[src/rtl/snake_dir_ctrl_if.sv]
// Button/direction bundle between the direction controller and the game logic.
// slave = controller side, master = driver of the raw inputs.
interface snake_dir_ctrl_if;
  logic [3:0] i_Push;
  logic       i_Game_Over;
  logic [3:0] o_Push;
  logic [1:0] o_Way;
  logic       o_Move_Tick;
  logic [1:0] o_State;

  modport slave (
    input  i_Push,
    input  i_Game_Over,
    output o_Push,
    output o_Way,
    output o_Move_Tick,
    output o_State
  );

  modport master (
    output i_Push,
    output i_Game_Over,
    input  o_Push,
    input  o_Way,
    input  o_Move_Tick,
    input  o_State
  );
endinterface

[src/rtl/snake_dir_ctrl.sv]
// Snake direction controller: button sync/debounce, reversal-filtered turn requests,
// committed direction and periodic move strobe.
module snake_dir_ctrl #(
  parameter int unsigned DEBOUNCE_CYCLES = 250000,
  parameter int unsigned MOVE_PERIOD     = 5000000
) (
  input logic             i_Clk,
  input logic             i_Rst,
  snake_dir_ctrl_if.slave bus
);

  localparam int unsigned DB_W = (DEBOUNCE_CYCLES > 1) ? $clog2(DEBOUNCE_CYCLES) : 1;
  localparam int unsigned MV_W = (MOVE_PERIOD > 1) ? $clog2(MOVE_PERIOD) : 1;
  localparam logic [DB_W-1:0] DB_LAST   = DB_W'(DEBOUNCE_CYCLES - 1);
  localparam logic [MV_W-1:0] MV_LAST   = MV_W'(MOVE_PERIOD - 1);
  localparam logic [1:0]      WAY_RIGHT = 2'd2;

  typedef enum logic [1:0] {
    S_IDLE = 2'd0,
    S_RUN  = 2'd1,
    S_HALT = 2'd2
  } state_t;

  logic [3:0]      r_sync1;
  logic [3:0]      r_sync2;
  logic [3:0]      r_stable;
  logic [DB_W-1:0] r_db_cnt [4];
  logic [3:0]      w_db_done;
  logic [3:0]      w_press;

  logic            w_req_vld;
  logic [1:0]      w_req;
  logic            w_req_ok;

  state_t          r_state;
  state_t          w_state_nxt;
  logic [MV_W-1:0] r_mv_cnt;
  logic [MV_W-1:0] w_mv_cnt_nxt;
  logic [1:0]      r_way;
  logic [1:0]      w_way_nxt;
  logic [1:0]      r_pend;
  logic [1:0]      w_pend_nxt;
  logic            r_tick;
  logic            w_tick_nxt;

  // Two-flop synchroniser, idles at the released (high) level
  always_ff @(posedge i_Clk or posedge i_Rst) begin
    if (i_Rst) begin
      r_sync1 <= 4'b1111;
      r_sync2 <= 4'b1111;
    end else begin
      r_sync1 <= bus.i_Push;
      r_sync2 <= r_sync1;
    end
  end

  always_comb begin
    w_db_done = '0;
    for (int i = 0; i < 4; i++) begin
      w_db_done[i] = (r_sync2[i] != r_stable[i]) && (r_db_cnt[i] == DB_LAST);
    end
  end

  always_ff @(posedge i_Clk or posedge i_Rst) begin
    if (i_Rst) begin
      r_stable <= 4'b1111;
      for (int i = 0; i < 4; i++) r_db_cnt[i] <= '0;
    end else begin
      for (int i = 0; i < 4; i++) begin
        if (r_sync2[i] == r_stable[i]) begin
          r_db_cnt[i] <= '0;
        end else if (w_db_done[i]) begin
          r_stable[i] <= r_sync2[i];
          r_db_cnt[i] <= '0;
        end else begin
          r_db_cnt[i] <= r_db_cnt[i] + DB_W'(1);
        end
      end
    end
  end

  // Press event fires in the cycle the debounced bit commits its 1->0 edge
  assign w_press = w_db_done & r_stable & ~r_sync2;

  always_comb begin
    w_req_vld = |w_press;
    w_req     = 2'd0;
    if (w_press[0])      w_req = 2'd0;
    else if (w_press[1]) w_req = 2'd1;
    else if (w_press[2]) w_req = 2'd2;
    else if (w_press[3]) w_req = 2'd3;
  end

  // Opposite directions differ only in bit 0; compare against the committed way
  assign w_req_ok = w_req_vld && (w_req != (r_way ^ 2'b01));

  always_ff @(posedge i_Clk or posedge i_Rst) begin
    if (i_Rst) r_state <= S_IDLE;
    else       r_state <= w_state_nxt;
  end

  always_comb begin
    w_state_nxt = r_state;
    case (r_state)
      S_IDLE:  if (w_req_vld)        w_state_nxt = S_RUN;
      S_RUN:   if (bus.i_Game_Over)  w_state_nxt = S_HALT;
      S_HALT:  if (!bus.i_Game_Over) w_state_nxt = S_IDLE;
      default:                       w_state_nxt = S_IDLE;
    endcase
  end

  always_comb begin
    w_mv_cnt_nxt = r_mv_cnt;
    w_way_nxt    = r_way;
    w_pend_nxt   = r_pend;
    w_tick_nxt   = 1'b0;
    case (r_state)
      S_IDLE: begin
        w_mv_cnt_nxt = '0;
        if (w_req_ok) w_pend_nxt = w_req;
      end
      S_RUN: begin
        // Game over freezes the period and suppresses a coincident commit
        if (!bus.i_Game_Over) begin
          if (w_req_ok) w_pend_nxt = w_req;
          if (r_mv_cnt == MV_LAST) begin
            w_mv_cnt_nxt = '0;
            w_way_nxt    = r_pend;
            w_tick_nxt   = 1'b1;
          end else begin
            w_mv_cnt_nxt = r_mv_cnt + MV_W'(1);
          end
        end
      end
      S_HALT: begin
        if (!bus.i_Game_Over) begin
          w_mv_cnt_nxt = '0;
          w_way_nxt    = WAY_RIGHT;
          w_pend_nxt   = WAY_RIGHT;
        end
      end
      default: begin
        w_mv_cnt_nxt = '0;
      end
    endcase
  end

  always_ff @(posedge i_Clk or posedge i_Rst) begin
    if (i_Rst) begin
      r_mv_cnt <= '0;
      r_way    <= WAY_RIGHT;
      r_pend   <= WAY_RIGHT;
      r_tick   <= 1'b0;
    end else begin
      r_mv_cnt <= w_mv_cnt_nxt;
      r_way    <= w_way_nxt;
      r_pend   <= w_pend_nxt;
      r_tick   <= w_tick_nxt;
    end
  end

  assign bus.o_Push      = r_stable;
  assign bus.o_Way       = r_way;
  assign bus.o_Move_Tick = r_tick;
  assign bus.o_State     = 2'(r_state);

endmodule

[src/flat_wrapper.sv]
// flat-port wrapper written by rule: the top's interface ports become plain ports
module snake_dir_ctrl_flat 
#(
  parameter int unsigned DEBOUNCE_CYCLES = 250000,
  parameter int unsigned MOVE_PERIOD     = 5000000
)
  (i_Clk, i_Rst, bus_i_Push, bus_i_Game_Over, bus_o_Push, bus_o_Way, bus_o_Move_Tick, bus_o_State);
  snake_dir_ctrl_if bus_i ();
  input logic i_Clk;
  input logic i_Rst;
  input wire logic [$bits(bus_i.i_Push)-1:0] bus_i_Push;
  input wire logic [$bits(bus_i.i_Game_Over)-1:0] bus_i_Game_Over;
  output wire logic [$bits(bus_i.o_Push)-1:0] bus_o_Push;
  output wire logic [$bits(bus_i.o_Way)-1:0] bus_o_Way;
  output wire logic [$bits(bus_i.o_Move_Tick)-1:0] bus_o_Move_Tick;
  output wire logic [$bits(bus_i.o_State)-1:0] bus_o_State;
  assign bus_i.i_Push = bus_i_Push;
  assign bus_i.i_Game_Over = bus_i_Game_Over;
  assign bus_o_Push = bus_i.o_Push;
  assign bus_o_Way = bus_i.o_Way;
  assign bus_o_Move_Tick = bus_i.o_Move_Tick;
  assign bus_o_State = bus_i.o_State;
  snake_dir_ctrl #(.DEBOUNCE_CYCLES(DEBOUNCE_CYCLES), .MOVE_PERIOD(MOVE_PERIOD)) u_core (.i_Clk(i_Clk), .i_Rst(i_Rst), .bus(bus_i));
endmodule
[config.mk]
export PLATFORM = sky130hd
export DESIGN_NAME = snake_dir_ctrl_flat
export DESIGN_NICKNAME = d
export VERILOG_FILES = /design/src/rtl/snake_dir_ctrl_if.sv /design/src/rtl/snake_dir_ctrl.sv /design/src/flat_wrapper.sv
export SDC_FILE = /design/constraint.sdc
export NUM_CORES = 1
export LEC_CHECK = 0
export CAP_MARGIN = 20
export CORE_ASPECT_RATIO = 1.5
export CORE_MARGIN = 3
export CORE_UTILIZATION = 30
export CTS_CLUSTER_DIAMETER = 40
export DETAILED_ROUTE_END_ITERATION = 16
export GPL_ROUTABILITY_DRIVEN = 0
export GPL_TIMING_DRIVEN = 0
export PLACE_DENSITY = 0.46
export SETUP_SLACK_MARGIN = 0.2
export SYNTH_ARGS = -nofsm -noshare
export SYNTH_HDL_FRONTEND = slang
export SYNTH_SLANG_ARGS = --single-unit
[constraint.sdc]
create_clock -name i_Clk -period 3.8 [get_ports i_Clk]
set_clock_uncertainty 0.05 [all_clocks]
set_input_delay 0.95 -clock i_Clk [delete_from_list [all_inputs] [get_ports i_Clk]]
set_output_delay 0.95 -clock i_Clk [all_outputs]
set_load 0.01 [all_outputs]
## Word level (Yosys, flattened, before mapping)

Cells that the tools add are included.
Widths: inputs -> output; s select.

- Register bits: 114
- Input port bits: 7
- Output and inout port bits: 9

- Add/subtract/negate cells: 5
- Equality and inequality tests: 21
- Multiplexer cells: 30
- Bitwise logic cells: 8
- Reduce and logical (&&, ||, !) cells: 17

Operators by type and width:

| cell | number |
|---|---|
| $mux 18 | 8 |
| $add 18x1->18 const B | 4 |
| $eq 18x18->1 const B | 4 |
| $mux 23 | 3 |
| $pmux 23 s2 | 1 |
| $mux 2 | 12 |
| $add 23x1->23 const B | 1 |
| $eq 23x23->1 const B | 1 |
| $pmux 2 s3 | 2 |
| $reduce_and 2->1 | 5 |
| $and 4x4->4 | 2 |
| $ne 2x2->1 const B | 3 |
| $reduce_and 3->1 | 2 |
| $logic_and 1x1->1 | 5 |
| $not 1->1 | 5 |
| $eq 1x1->1 | 4 |
| $ne 1x1->1 | 4 |
| $ne 2x1->1 const B | 2 |
| $not 4->4 | 1 |
| $pmux 2 s2 | 1 |
| $reduce_and 4->1 | 1 |
| $reduce_or 4->1 | 1 |
| $mux 1 | 3 |
| $reduce_bool 3->1 | 1 |
| other kinds (5) | 5 |

## Longest topological paths before layout

- Word-level depth: 13
- Mapped depth: 8

## Least setup slack after synthesis

Ideal clock, no wire load.

- Kind: register to register
- Start: register u_core.r_db_cnt[54] (netlist bit)
- End: register u_core.r_pend[1]
- Setup time: 83 ps
- Data arrival time: 2208 ps
- Data required time: 3667 ps
- Path slack: 1459 ps
- Stages on the path, launching flop included: 8
- Period minus slack after synthesis: 2341 ps
- Path through: dfrtp_1 > ha_1 > nand3_1 > or4b_1 > a2bb2o_2 > a21oi_1 > a221o_1 > a221o_1

- Longest elaborated chain between the ends: 10
- Elaborated cells on any way between the ends: 11
- Classes of those cells: eq/ne (2); mux (4); bitwise (2); reduce/logical (3)

RTL lines:

| item | RTL line | source |
|---|---|---|
| from (decl) | snake_dir_ctrl.sv:27 | `logic [DB_W-1:0] r_db_cnt [4];` |
| from (signal, indexed assignment) | snake_dir_ctrl.sv:76 | `r_db_cnt[i] <= r_db_cnt[i] + DB_W'(1);` |
| $eq 18x18->1 * | snake_dir_ctrl.sv:60 | `w_db_done[i] = (r_sync2[i] != r_stable[i]) && (r_db_cnt[i] == DB_LAST);` |
| $logic_and 1x1->1 * | snake_dir_ctrl.sv:60 |  |
| $and 4x4->4 * (2 in a row) | snake_dir_ctrl.sv:83 | `assign w_press = w_db_done & r_stable & ~r_sync2;` |
| $mux 2 | snake_dir_ctrl.sv:88 | `if (w_press[0]) w_req = 2'd0;` |
| $ne 2x2->1 | snake_dir_ctrl.sv:95 | `assign w_req_ok = w_req_vld && (w_req != (r_way ^ 2'b01));` |
| $logic_and 1x1->1 | snake_dir_ctrl.sv:95 |  |
| $mux 2 * | snake_dir_ctrl.sv:120, snake_dir_ctrl.sv:125 |  |
| $mux 2 | snake_dir_ctrl.sv:124 | `if (!bus.i_Game_Over) begin` |
| $pmux 2 s3 * | snake_dir_ctrl.sv:117 | `case (r_state)` |
| to (signal assigned) | snake_dir_ctrl.sv:157 | `r_pend <= w_pend_nxt;` |
| to (decl) | snake_dir_ctrl.sv:41 | `logic [1:0] r_pend;` |

Every way passes the cells marked *; elsewhere a longest branch is shown, timed or not. The select of a mux whose other input is x is not followed.
A chain may end at the register's enable or synchronous reset.

## Worst setup path after layout

- Start: register u_core.r_mv_cnt[0]
- End: register u_core.r_mv_cnt[18]

- Longest elaborated chain between the ends: 4
- Elaborated cells on any way between the ends: 5
- Classes of those cells: add/sub (1); eq/ne (1); mux (3)

RTL lines:

| item | RTL line | source |
|---|---|---|
| from (decl) | snake_dir_ctrl.sv:37 | `logic [MV_W-1:0] r_mv_cnt;` |
| from (signal assigned) | snake_dir_ctrl.sv:155 | `r_mv_cnt <= w_mv_cnt_nxt;` |
| $add 23x1->23 or $eq 23x23->1 (tied branches) | snake_dir_ctrl.sv:131, snake_dir_ctrl.sv:126 |  |
| $mux 23 * | snake_dir_ctrl.sv:126 | `if (r_mv_cnt == MV_LAST) begin` |
| $mux 23 * | snake_dir_ctrl.sv:124 |  |
| $pmux 23 s2 * | snake_dir_ctrl.sv:117 |  |

Marked as above.

==> reports/metrics.cfg <==
[global_route]
antenna_found_initial = 0
track_usage = 0.1332
grt_pass1_wl_um = 22630
grt_pass1_vias = 4623
gr-total-overflow = 0
grt_max_degree = 41

[sta]
fin_crit_ns = 2.836
post-route-period-util = 0.7464
setup-tns-final_ns = 0
max_slew.worst_pin.slew_ns = 0.8023
grt_setup_unrepaired = no
fin_hold_ws_ns = 0.3032
hold_viol = 0
relSlewSlack = 0.4643
max_freq_mhz = 352.5
setup_viol = 0
slew_violations = 0

[die]
coreArea_um2 = 18700
rows = 61
io_pins = 16
start_util = 0.3075
die_h_um = 175.6
dieWidth_um = 119.0
die_area_um2 = 20900

[synthesis]
synth_ff_type = dfrtp_1
syn_area_per_cell_um2 = 9.537
synth_edf_count = 0
syn-cell-area_um2 = 5751
yosysTopAreaCell = dfrtp_1
synthTopCellsByArea = dfrtp_1, dfstp_2, nor2_1, xor2_1, xnor2_1
yosysWarnings = 0
synth.net_count = 615
synthArstFlopShare = 1.000
ys_types = 55
synth_top_area_share = 0.4352
netlist_instances = 603
yosysSeqAreaShare = 0.4991
ys_ff_latch = 114

[placed_design]
dp_hpwl_um = 9362
port_buffers = 14
place_area_um2 = 6270

[clocking]
clockBufferDepth = 2
cts_tree = yes
clk_pin_slew_ns = 0.05
cts_buffers = 17
cts_resized = 0
clock_tree.root_cell = clkbuf_16
cts_hold_buffers = 0
htree_levels = 4
cts.sink_count = 114
postCtsSetupBuffers = 0
clock_latency_ns = 0.42

[detailed_routing]
num_vias = 4555
ant_nets = 0
route.detailed.drc = 0
drt_iter0_markers = 198
drtPass1Iterations = 4
viasPerCell = 5.044
wl_per_cell_um = 14.33
wirelength_um = 12940

[power_and_ir_drop]
p_seq_frac = 0.415
p_clk_frac = 0.558
p_int_mw = 2.389
switching_share = 0.2054
comb_power_share = 0.026
switching_power_uw = 617.4
leakage_nw = 2.830
ir_worst_vdd_v = 0.0002567
cellPowerDensity_nw_per_um2 = 436.4

[critical_path]
endpoint_kind = flop
critPathKind = reg -> reg
crit_fanout = 10
startpoint_type = flop
critPathArrivalTime_ns = 3.07
cp.required_ns = 4.04

[cells_and_area]
final_cell_mix = dfrtp_1, nor2_1, nand2_1
final_common_cell = dfrtp_1
area_delta_synth_final_pct = 19.80
drive_gt1_frac = 0.08756
nNetsFinal = 651
diodes = 0
final_area_um2 = 6889

[min_path]
hold_class = reg -> reg

[status]
status = complete, no violations

[flow_run]
max_cap_violations = 0

-- cell type report --
type,count,area (µm²)
buffer,19,75.07
clock buffer,22,464.2
clock inverter,9,155.1
fill,1909,11810
inverter,12,48.80
multi-input combinational,458,2760
sequential,114,2870
tap,252,315.3
timing repair buffer,17,200.2
-- flip-flops by register name (all words and copies together) (netlist names) --
signal and cells:
u_core.bus.o_State 2, u_core.r_mv_cnt 23, u_core.bus.o_Push 4, u_core.bus.o_Way 2, u_core.bus.o_Move_Tick 1, u_core.r_sync2 4, u_core.r_db_cnt 72, u_core.r_sync1 4
u_core.r_pend 2
-- layer usage --
| layer | part of all wire | GRT usage | routed length [µm] |
|---|---|---|---|
| met1 | 0.43 | 0.1546 | 5593 |
| met2 | 0.53 | 0.2333 | 6801 |
| met4 | 0.020 | 0.05703 | 259 |
| met3 | 0.022 | 0.03125 | 290 |
| met5 | 0 | 0 | 0 |
-- path summary, 6_finish.rpt --
check | start | end | slack, ns | cells past startpoint
setup / recovery | u_core.r_mv_cnt[0]$_DFFE_PP0P_ | u_core.r_mv_cnt[18]$_DFFE_PP0P_ | 0.96 | 8
min in group asynchronous | i_Rst | u_core.r_db_cnt[23]$_DFF_PP0_ | 0.73 | 2
setup reg to reg | u_core.r_mv_cnt[0]$_DFFE_PP0P_ | u_core.r_mv_cnt[18]$_DFFE_PP0P_ | 0.96 | 8
hold reg to reg | u_core.r_sync1[3]$_DFF_PP1_ | u_core.r_sync2[3]$_DFF_PP1_ | 0.30 | 0
max in group asynchronous | i_Rst | u_core.r_mv_cnt[18]$_DFFE_PP0P_ | 2.27 | 4
hold / removal | u_core.r_sync1[3]$_DFF_PP1_ | u_core.r_sync2[3]$_DFF_PP1_ | 0.30 | 0
-- cells by family (layout without fill, tap and decap cells) --
kind of cell | count (synthesis) | in the layout | synth area share
AOI/OAI and AO/OA | 80 | 80 | 0.08899
xor gates and xnor gates | 64 | 64 | 0.09748
adders and majority gates | 5 | 5 | 0.01088
buffers and inverters | 31 | 79 | 0.02089
DFF | 114 | 114 | 0.4991
muxes | 6 | 6 | 0.01153
and+or+nand+nor | 303 | 303 | 0.2711
-- synthesized netlist by cell type (2+ instances only) --
cell	n
nand3_1	38
o21ai_0	35
a21oi_1	14
and4b_1	3
mux2_2	4
or3_1	5
nand4b_1	2
dfstp_2	14
dfrtp_1	100
or4_1	5
xnor2_1	26
nor4b_1	4
and2_1	2
nor2b_1	9
and3_1	24
inv_1	12
nor2_1	89
a31oi_1	5
nand2_1	55
nor3_1	10
nor4bb_1	2
clkbuf_1	17
ha_1	5
o21bai_1	2
a22o_1	2
or4b_1	2
a32o_1	2
nand4_1	17
and4_1	10
a221o_1	2
nand2b_1	6
nor4_1	15
o31ai_1	6
xor2_1	38
-- power groups by stage --
stage	registers, mW	logic (mW)	clock network [mW]
after CTS	1.25	0.0829	1.72
after global routing	1.25	0.0911	1.78
after global placement	1.27	0.0736	0
after detailed placement	1.27	0.0829	0
after floorplan	1.27	0.0483	0
final	1.25	0.0785	1.68
-- per-stage QoR --
step                      worst slack [ns]  std cells  power, mW    util
after CTS                           0.9386        903      3.049  0.3684
after global routing                0.7290        903      3.126  0.3684
after detailed placement            0.8855        872      1.352  0.3353
after floorplan                      1.426        603      1.315       -
after global placement              0.2302        869      1.342  0.3321
final                               0.9635        903      3.006  0.3684
-- critical path, cell delays in order (launching register included) --
cell and delay [ns]:
dfrtp_1 0.40, ha_1 0.22, and4_1 0.28, nand2_1 0.16
o311ai_2 0.77, clkbuf_1 0.46, o21ai_0 0.19, nand2_1 0.10
o21ai_0 0.08
(Power assumes the default switching activity.)
